### src/rtl/fpu_pkg.sv
// Shared FP-datapath definitions: default widths, a constant-foldable clog2 and
// the bundle of normalisation results handed to the exponent-adjust stage.
package fpu_pkg;

  function automatic int clog2(input int n);
    int r;
    r = 0;
    while ((1 << r) < n) r++;
    return r;
  endfunction

  localparam int WIDTH_DEF = 27;
  localparam int OUT_W_DEF = 24;
  localparam int SHW_DEF   = clog2(WIDTH_DEF);

  typedef struct packed {
    logic [OUT_W_DEF-1:0] mant;
    logic [SHW_DEF-1:0]   shift;
    logic                 sticky;
    logic                 corr;
    logic                 zero;
  } norm_out_t;

endpackage

### src/rtl/lza_lod_enc.sv
// Leading-one priority encoder: converts the LZA indicator string into the
// coarse left-shift amount. An all-zero string yields the maximum shift.
module lza_lod_enc
  import fpu_pkg::*;
#(
  parameter int WIDTH = WIDTH_DEF,
  parameter int SHW   = clog2(WIDTH)
) (
  input  logic [WIDTH-1:0] f,
  output logic [SHW-1:0]   shl
);

  // Ascending scan: the highest set bit is the last to write, so it wins
  always_comb begin
    shl = SHW'(WIDTH - 1);
    for (int i = 0; i < WIDTH; i++) begin
      if (f[i]) shl = SHW'(WIDTH - 1 - i);
    end
  end

endmodule

### src/rtl/lza_norm_pipe.sv
// Four-stage normalisation pipeline for the FP adder: LZA predict, leading-one
// encode, coarse barrel shift, then 1-bit correction with sticky/zero flags.
// All stages advance together and stall together under output backpressure.
module lza_norm_pipe
  import fpu_pkg::*;
#(
  parameter int  WIDTH = WIDTH_DEF,
  parameter int  OUT_W = OUT_W_DEF,
  localparam int SHW   = clog2(WIDTH)
) (
  input  logic             clk,
  input  logic             rst,
  input  logic             in_valid,
  output logic             in_ready,
  input  logic [WIDTH-1:0] a,
  input  logic [WIDTH-1:0] b,
  input  logic [WIDTH-1:0] sum,
  output logic             out_valid,
  input  logic             out_ready,
  output logic [OUT_W-1:0] norm_mant,
  output logic [SHW-1:0]   shift_amt,
  output logic             sticky,
  output logic             lza_corr,
  output logic             zero
);

  // Bits of the final shifted value that fall below the kept mantissa
  localparam logic [WIDTH-1:0] LOW_MASK = ~({WIDTH{1'b1}} << (WIDTH - OUT_W));

  logic             en;
  logic [WIDTH-1:0] t_c, z_c, f_c;
  logic [SHW-1:0]   shl_c;
  logic             corr_c;
  logic [WIDTH-1:0] fin_c;
  logic [SHW-1:0]   shamt_c;

  logic             vld_p1, vld_p2, vld_p3;
  logic [WIDTH-1:0] f_p1, sum_p1, sum_p2, sh_p3;
  logic [SHW-1:0]   shl_p2, shl_p3;
  logic             zero_p2, zero_p3;

  assign en       = ~out_valid | out_ready;
  assign in_ready = en;

  // Stage 1 predictor: leading one of f marks the predicted MSB of sum (exact or one high)
  always_comb begin
    t_c = a ^ b;
    z_c = ~a & ~b;
    f_c = t_c ^ ~{z_c[WIDTH-2:0], 1'b0};
  end

  // ---- stage 1 boundary: indicator string and sum
  always_ff @(posedge clk or posedge rst) begin
    if (rst) begin
      vld_p1 <= 1'b0;
      f_p1   <= '0;
      sum_p1 <= '0;
    end else if (en) begin
      vld_p1 <= in_valid;
      if (in_valid) begin
        f_p1   <= f_c;
        sum_p1 <= sum;
      end
    end
  end

  lza_lod_enc #(
    .WIDTH (WIDTH),
    .SHW   (SHW)
  ) u_lod (
    .f   (f_p1),
    .shl (shl_c)
  );

  // ---- stage 2 boundary: coarse shift amount, sum, zero detect
  always_ff @(posedge clk or posedge rst) begin
    if (rst) begin
      vld_p2  <= 1'b0;
      shl_p2  <= '0;
      sum_p2  <= '0;
      zero_p2 <= 1'b0;
    end else if (en) begin
      vld_p2 <= vld_p1;
      if (vld_p1) begin
        shl_p2  <= shl_c;
        sum_p2  <= sum_p1;
        zero_p2 <= (sum_p1 == '0);
      end
    end
  end

  // ---- stage 3 boundary: coarse-shifted sum
  always_ff @(posedge clk or posedge rst) begin
    if (rst) begin
      vld_p3  <= 1'b0;
      sh_p3   <= '0;
      shl_p3  <= '0;
      zero_p3 <= 1'b0;
    end else if (en) begin
      vld_p3 <= vld_p2;
      if (vld_p2) begin
        sh_p3   <= sum_p2 << shl_p2;
        shl_p3  <= shl_p2;
        zero_p3 <= zero_p2;
      end
    end
  end

  // Correction: one more shift when the prediction fell one position short
  always_comb begin
    corr_c  = ~sh_p3[WIDTH-1] & ~zero_p3 & (shl_p3 < SHW'(WIDTH - 1));
    fin_c   = corr_c ? {sh_p3[WIDTH-2:0], 1'b0} : sh_p3;
    shamt_c = shl_p3 + {{(SHW-1){1'b0}}, corr_c};
  end

  // ---- stage 4 boundary: registered outputs, zero result forces all fields to 0
  always_ff @(posedge clk or posedge rst) begin
    if (rst) begin
      out_valid <= 1'b0;
      norm_mant <= '0;
      shift_amt <= '0;
      sticky    <= 1'b0;
      lza_corr  <= 1'b0;
      zero      <= 1'b0;
    end else if (en) begin
      out_valid <= vld_p3;
      if (vld_p3) begin
        norm_mant <= zero_p3 ? '0 : fin_c[WIDTH-1 -: OUT_W];
        shift_amt <= zero_p3 ? '0 : shamt_c;
        sticky    <= ~zero_p3 & (|(fin_c & LOW_MASK));
        lza_corr  <= corr_c;
        zero      <= zero_p3;
      end
    end
  end

endmodule
### config.mk
export PLATFORM = sky130hd
export DESIGN_NAME = lza_norm_pipe
export DESIGN_NICKNAME = d
export VERILOG_FILES = /design/src/rtl/fpu_pkg.sv /design/src/rtl/lza_lod_enc.sv /design/src/rtl/lza_norm_pipe.sv
export SDC_FILE = /design/constraint.sdc
export NUM_CORES = 1
export LEC_CHECK = 0
export ABC_AREA = 1
export CAP_MARGIN = 10
export CELL_PAD_IN_SITES_DETAIL_PLACEMENT = 0
export CELL_PAD_IN_SITES_GLOBAL_PLACEMENT = 1
export CORE_MARGIN = 8
export CORE_UTILIZATION = 43
export DETAILED_ROUTE_END_ITERATION = 6
export HOLD_SLACK_MARGIN = 0.03
export MAX_ROUTING_LAYER = met4
export PLACE_DENSITY_LB_ADDON = 0.1
export SLEW_MARGIN = 30
export SYNTH_ARGS = -nofsm -noshare
export SYNTH_HDL_FRONTEND = slang
export SYNTH_SLANG_ARGS = --single-unit
### constraint.sdc
create_clock -name clk -period 18.4 [get_ports clk]
set_input_delay 5.52 -clock clk [delete_from_list [all_inputs] [get_ports clk]]
set_output_delay 5.52 -clock clk [all_outputs]
set_load 0.05 [all_outputs]
==> results.ini, run 1 <==
[clock_network]
clock_latency_ns = 0.42
cts_made_buffers = 17
cts_num_sinks = 155
clk_root_buffer_cell = clkbuf_16
cts_resized = 0
postCtsHoldBufs = 0
cts_tree = built
htree_levels = 4
cts_buffer_depth = 2
clk_pin_slew_ns = 0.06
cts_setup_buffers = 0

[layout]
final_common_cell = nand2_1
design_area_sq_um = 10000
diodes = 0
final_cell_mix = 287 x nand2_1, 154 x dfrtp_1, 118 x o21ai_1, 118 x clkdlybuf4s50_1, 113 x inv_1
final_util_pct = 53.9
syn_to_final_growth_pct = 24.0
fillCellCount = 1853
nets = 1227
drive_gt1_share_pct = 4.61

[setup_path]
crit_type = input port to output port
cp_common_cell = clkdlybuf4s50_1
path_cells = clkdlybuf4s50_1, nor2_1, inv_2, clkdlybuf4s50_1
critPathLaunchType = input port
crit_arrival_ns = 7.07
r2r_start = out_valid
worstPathRequired_ns = 12.88
r2r-end = sh_p3[19]
cp_slowest_cell = clkdlybuf4s50_1
endpoint_kind = output port
r2r.worst_path.cells = 7
crit_fanout = 6
rrSetupSlack_ns = 15.98
cp_top_family = buffers and inverters
slowest_delay_ns = 0.73
cp.buffers_inverters = 3

[routing]
drc_errors = 0
ant_nets = 0
firstDrtPassIters = 5
wl_per_cell_microns = 13.4
via_per_inst = 4.86
drt-initial-drc-count = 330
routed_wl_microns = 18300
num_vias = 6619

[logic_synthesis]
synth-seq-cells = 155
synth_area_sq_um = 8080
yosys.cell_types.count = 31
synthesis.nets = 1141
synthCells = 1029
synth-seq-area-share_pct = 48.0
avgSynthCellArea_sq_um = 7.85
yosys_warnings = 0

[sta]
rsz0062_at_grt = no
maxSlewViolCount = 0
skew_ns = 0.00760
period_needed_ns = 12.59
layout_setup_ws_ns = 5.81
setup_tns_ns = 0
tightest_slew_ns = 0.897
hold_violations = 0
setup_viol = 0
fin_crit_sh_pct = 68.4
fmax_mhz = 79.4
relSlewSlack_pct = 40.0

[worst_hold_path]
min_path_type = flop to flop
hold_path_depth = 2
hp-start = vld_p3
worstHoldEndpoint = out_valid

[die]
die_h_microns = 153
fp.coreArea_sq_um = 18600
rows = 50
die-area_sq_um = 23400
design.portCount = 119
start_util_pct = 43.5
die_w_microns = 153

[global_route]
grt_pass1_wl_microns = 31800
grt_pass1_vias = 6595
antenna_found_initial = 0
grt_overflow = 0
grt_start_max_net_pins = 96
grt_use_total_pct = 16.8

[power_and_ir_drop]
ir_drop_v = 0.0000788
power_mw = 1.76
p_leak_nw = 4.86
p_per_area_nw_per_um2 = 175

[placed_design]
place_congestion = 0.823
portBuffers = 118
dp_slack_ns = 5.85
dpl.hpwl_microns = 13300
place_area_sq_um = 9370

[run_status]
outcome = finished, final reports clean

[job]
maxCapViolCount = 0

state kept, by name (all words and copies together) (netlist names):
name,cells
zero,1
f_p1,26
sh_p3,27
out_valid,1
sticky,1
shl_p2,5
norm_mant,24
vld_p2,1
lza_corr,1
vld_p3,1
sum_p2,27
shl_p3,5
sum_p1,27
zero_p3,1
vld_p1,1
shift_amt,5
zero_p2,1
through the flow:
| stage | hold slack [ns] | instances |
|---|---|---|
| 6_report | 0.472 | 1362 |
| 5_1_grt | 0.504 | 1362 |
| 4_1_cts | 0.473 | 1362 |
| 3_5_place_dp | 0.457 | 1330 |
| 3_3_place_gp | 0.449 | 1330 |
| 2_1_floorplan | 0.432 | 1029 |
logic make-up (layout without fill, tap and decap cells):
logic type	after synthesis	after routing	share of synthesized area (%)
AND/OR/NAND/NOR	393	393	19.3
AO/OA/AOI/OAI	240	240	16.2
buffers and inverters	184	283	9.07
flip-flops	155	155	48.0
adder cells (fa/ha/maj)	27	27	4.18
XOR/XNOR	27	27	2.93
multiplexers	3	3	0.372
cells in the mapped netlist:
library cell | n | area share (%)
o311ai_0 | 1 | 0.11
o21ai_1 | 118 | 7.3
o211ai_1 | 11 | 1.0
or2_1 | 2 | 0.15
a32o_1 | 3 | 0.37
nor3_1 | 1 | 0.062
ha_1 | 27 | 4.2
dfrtp_1 | 155 | 48
buf_2 | 12 | 0.74
a21oi_1 | 2 | 0.12
buf_1 | 6 | 0.28
clkbuf_1 | 37 | 1.7
o31ai_1 | 1 | 0.093
a31oi_1 | 5 | 0.39
mux2i_1 | 3 | 0.37
o221ai_1 | 9 | 0.98
bufinv_8 | 2 | 0.43
inv_1 | 114 | 5.3
nand2_1 | 287 | 13
inv_2 | 13 | 0.60
nor4_1 | 7 | 0.54
nor2_2 | 2 | 0.15
xor2_1 | 25 | 2.7
nand4_1 | 6 | 0.46
nor2_1 | 58 | 2.7
o21ai_0 | 82 | 5.1
nand3_1 | 30 | 1.9
a22o_1 | 3 | 0.33
xnor2_1 | 2 | 0.22
o22ai_1 | 4 | 0.31
a211oi_1 | 1 | 0.093
where the power goes:
group / leakage, nW / switching [mW] / internal, mW
Clock: 0.314 / 0.131 / 0.249
Combinational: 2.60 / 0.518 / 0.271
Sequential: 1.95 / 0.111 / 0.475
cell type report:
cell class | instances | area [sq um] | area share (%)
clock buffer | 27 | 523 | 5.22
clock inverter | 5 | 128 | 1.27
inverter | 129 | 517 | 5.16
multi-input combinational | 690 | 3470 | 34.6
sequential | 155 | 3880 | 38.7
tap | 234 | 293 | 2.92
timing repair buffer | 122 | 1210 | 12.1
how the worst max path moves through the flow:
stage               from        to  slack [ns]  cells after the start
2_1_floorplan  out_ready  in_ready        6.93                      2
3_3_place_gp   out_ready  in_ready        5.85                      4
3_5_place_dp   out_ready  in_ready        5.85                      4
4_1_cts        out_ready  in_ready        5.84                      4
5_1_grt        out_ready  in_ready        5.74                      4
6_report       out_ready  in_ready        5.81                      4
worst reg2reg max path: stages (launching register included):
cell      delay, ns
dfrtp_1        0.37
inv_1          0.05
nor2_1         0.08
nor2_2         0.21
inv_2          0.29
nor2_1         0.78
inv_2          0.31
o221ai_1       0.25
routing by layer:
| layer | share of wire, % | track usage (%) |
|---|---|---|
| met2 | 45 | 25.1 |
| met4 | 0.42 | 4.85 |
| met1 | 51 | 22.6 |
| met5 | 0 | - |
| met3 | 3.1 | 3.50 |
(Power assumes the default switching activity.)
==> inputs of run 2 (changes only) <==
Settings changed: CORE_UTILIZATION 43 to 40.
Clock period 18.4 ns to 11.69 ns, I/O delays scaled along.
==> results.ini, run 2 (synthesized netlist as in run 1, its figures left out) <==
[run_status]
outcome = finished, final reports clean

[clock_network]
cts_tree = built
cts_setup_buffers = 0  ; unchanged
cts_made_buffers = 17  ; unchanged
clock_latency_ns = 0.43  ; about the same
cts_num_sinks = 155  ; unchanged
clk_root_buffer_cell = clkbuf_16
postCtsHoldBufs = 0  ; unchanged
htree_levels = 4  ; unchanged
cts_buffer_depth = 2  ; unchanged
clk_pin_slew_ns = 0.06  ; about the same
cts_resized = 0  ; unchanged

[die]
fp.coreArea_sq_um = 20000  ; +7.9%
die-area_sq_um = 25000  ; +6.7%
die_h_microns = 158  ; +3.3%
rows = 52  ; +4.0%
die_w_microns = 158  ; +3.3%
design.portCount = 119  ; unchanged
start_util_pct = 40.3  ; -3.2 points

[layout]
final_cell_mix = 287 x nand2_1, 154 x dfrtp_1, 118 x o21ai_1, 118 x clkdlybuf4s50_1, 113 x inv_1
drive_gt1_share_pct = 4.61  ; unchanged
fillCellCount = 2095  ; +13%
final_common_cell = nand2_1
nets = 1227  ; unchanged
top_regs = sh_p3: 27 flops, sum_p1: 27 flops, sum_p2: 27 flops
syn_to_final_growth_pct = 24.5
design_area_sq_um = 10100  ; +0.41%
diodes = 0  ; unchanged

[sta]
setup_tns_ns = 0  ; unchanged
tightest_slew_ns = 0.938  ; +0.0414 ns
skew_ns = 0.00605  ; -0.00156 ns
maxSlewViolCount = 0  ; unchanged
period_needed_ns = 8.55
hold_violations = 0  ; unchanged
rsz0062_at_grt = no
fin_crit_sh_pct = 73.2
setup_viol = 0  ; unchanged
fmax_mhz = 117
relSlewSlack_pct = 37.2  ; -2.8 points

[global_route]
grt_pass1_vias = 6664  ; +1.0%
grt_start_max_net_pins = 88  ; -8.3%
grt_pass1_wl_microns = 32400  ; +1.9%
antenna_found_initial = 0  ; unchanged
grt_use_total_pct = 16.5  ; -0.22 points
grt_overflow = 0  ; unchanged

[routing]
drt-initial-drc-count = 291  ; -12%
num_vias = 6707  ; +1.3%
via_per_inst = 4.80  ; -1.3%
drc_errors = 0  ; unchanged
wl_per_cell_microns = 13.3  ; -0.71%
firstDrtPassIters = 5  ; unchanged
ant_nets = 0  ; unchanged
routed_wl_microns = 18600  ; +1.9%

[worst_hold_path]
min_path_type = flop to flop
worstHoldEndpoint = out_valid
hold_path_depth = 2  ; unchanged
hp-start = vld_p3

[setup_path]
critPathLaunchType = input port
r2r.worst_path.cells = 9  ; +2
r2r-end = shl_p2[3]
endpoint_kind = output port
r2r_start = out_valid
crit_fanout = 6  ; unchanged
worstPathRequired_ns = 8.18  ; -4.70 ns
crit_arrival_ns = 5.05  ; -2.02 ns
crit_type = input port to output port
rrSetupSlack_ns = 9.21  ; -6.77 ns

[power_and_ir_drop]
ir_drop_v = 0.000119  ; +50%
p_per_area_nw_per_um2 = 275  ; +57%
p_leak_nw = 4.86  ; +0.13%
power_mw = 2.77  ; +58%

[placed_design]
place_area_sq_um = 9410  ; +0.48%
place_congestion = 0.830  ; +0.85%
portBuffers = 118  ; unchanged
dpl.hpwl_microns = 13700  ; +3.0%

[job]
maxCapViolCount = 0  ; unchanged

## run 2: changes by cell type in the layout (fill, tap and decap cells not counted)
cell,change
clkinv_2,+2
clkbuf_1,-1
clkinvlp_4,-1
nor2_1,+1
nor2_2,-1
## run 2: cell type report
cell class	instances	area, sq um	area share (%)
clock inverters	6	130	1.29
inverters	129	517	5.13
well taps	270	338	3.36
flip-flops and latches	155	3880	38.6
repair buffers	122	1210	12.0
multi-input cells	690	3470	34.5
clock buffers	26	519	5.16
## run 2: power by group
group / switching [mW] / internal [mW] / total (mW)
Clock: 0.209 / 0.391 / 0.600
Sequential: 0.174 / 0.748 / 0.922
Combinational: 0.818 / 0.428 / 1.25
## run 2: through the flow
step | setup slack [ns] | hold slack, ns | instances | util [%]
after detailed placement | 3.13 | 0.457 | 1366 | 47.0
after CTS | 3.12 | 0.471 | 1398 | 50.2
after global placement | 3.15 | 0.450 | 1366 | 47.0
after global routing | 3.02 | 0.508 | 1398 | 50.2
after floorplan | 4.00 | 0.432 | 1029 | -
final | 3.14 | 0.465 | 1398 | 50.2
## run 2: how the worst max path moves through the flow
| stage | startpoint | end | slack, ns |
|---|---|---|---|
| global route | out_ready | in_ready | 3.02 |
| global placement | out_ready | in_ready | 3.15 |
| CTS | out_ready | in_ready | 3.12 |
| finish | out_ready | in_ready | 3.14 |
| detailed placement | out_ready | in_ready | 3.13 |
| floorplan | rst | f_p1[10] | 4.00 |
## run 2: critical path, stage by stage
cell,delay [ns]
clkdlybuf4s50_1,0.40
nor2_1,0.30
inv_2,0.11
clkdlybuf4s50_1,0.72
## run 2: routing by layer
| metal | GRT usage [%] | part of all wire, % | up-vias |
|---|---|---|---|
| met1 | 22.5 | 51 | 3064 |
| met3 | 3.25 | 3.7 | 14 |
| li1 | - | - | 3512 |
| met2 | 24.8 | 44 | 117 |
| met5 | - | 0 | - |
| met4 | 4.58 | 0.95 | 0 |
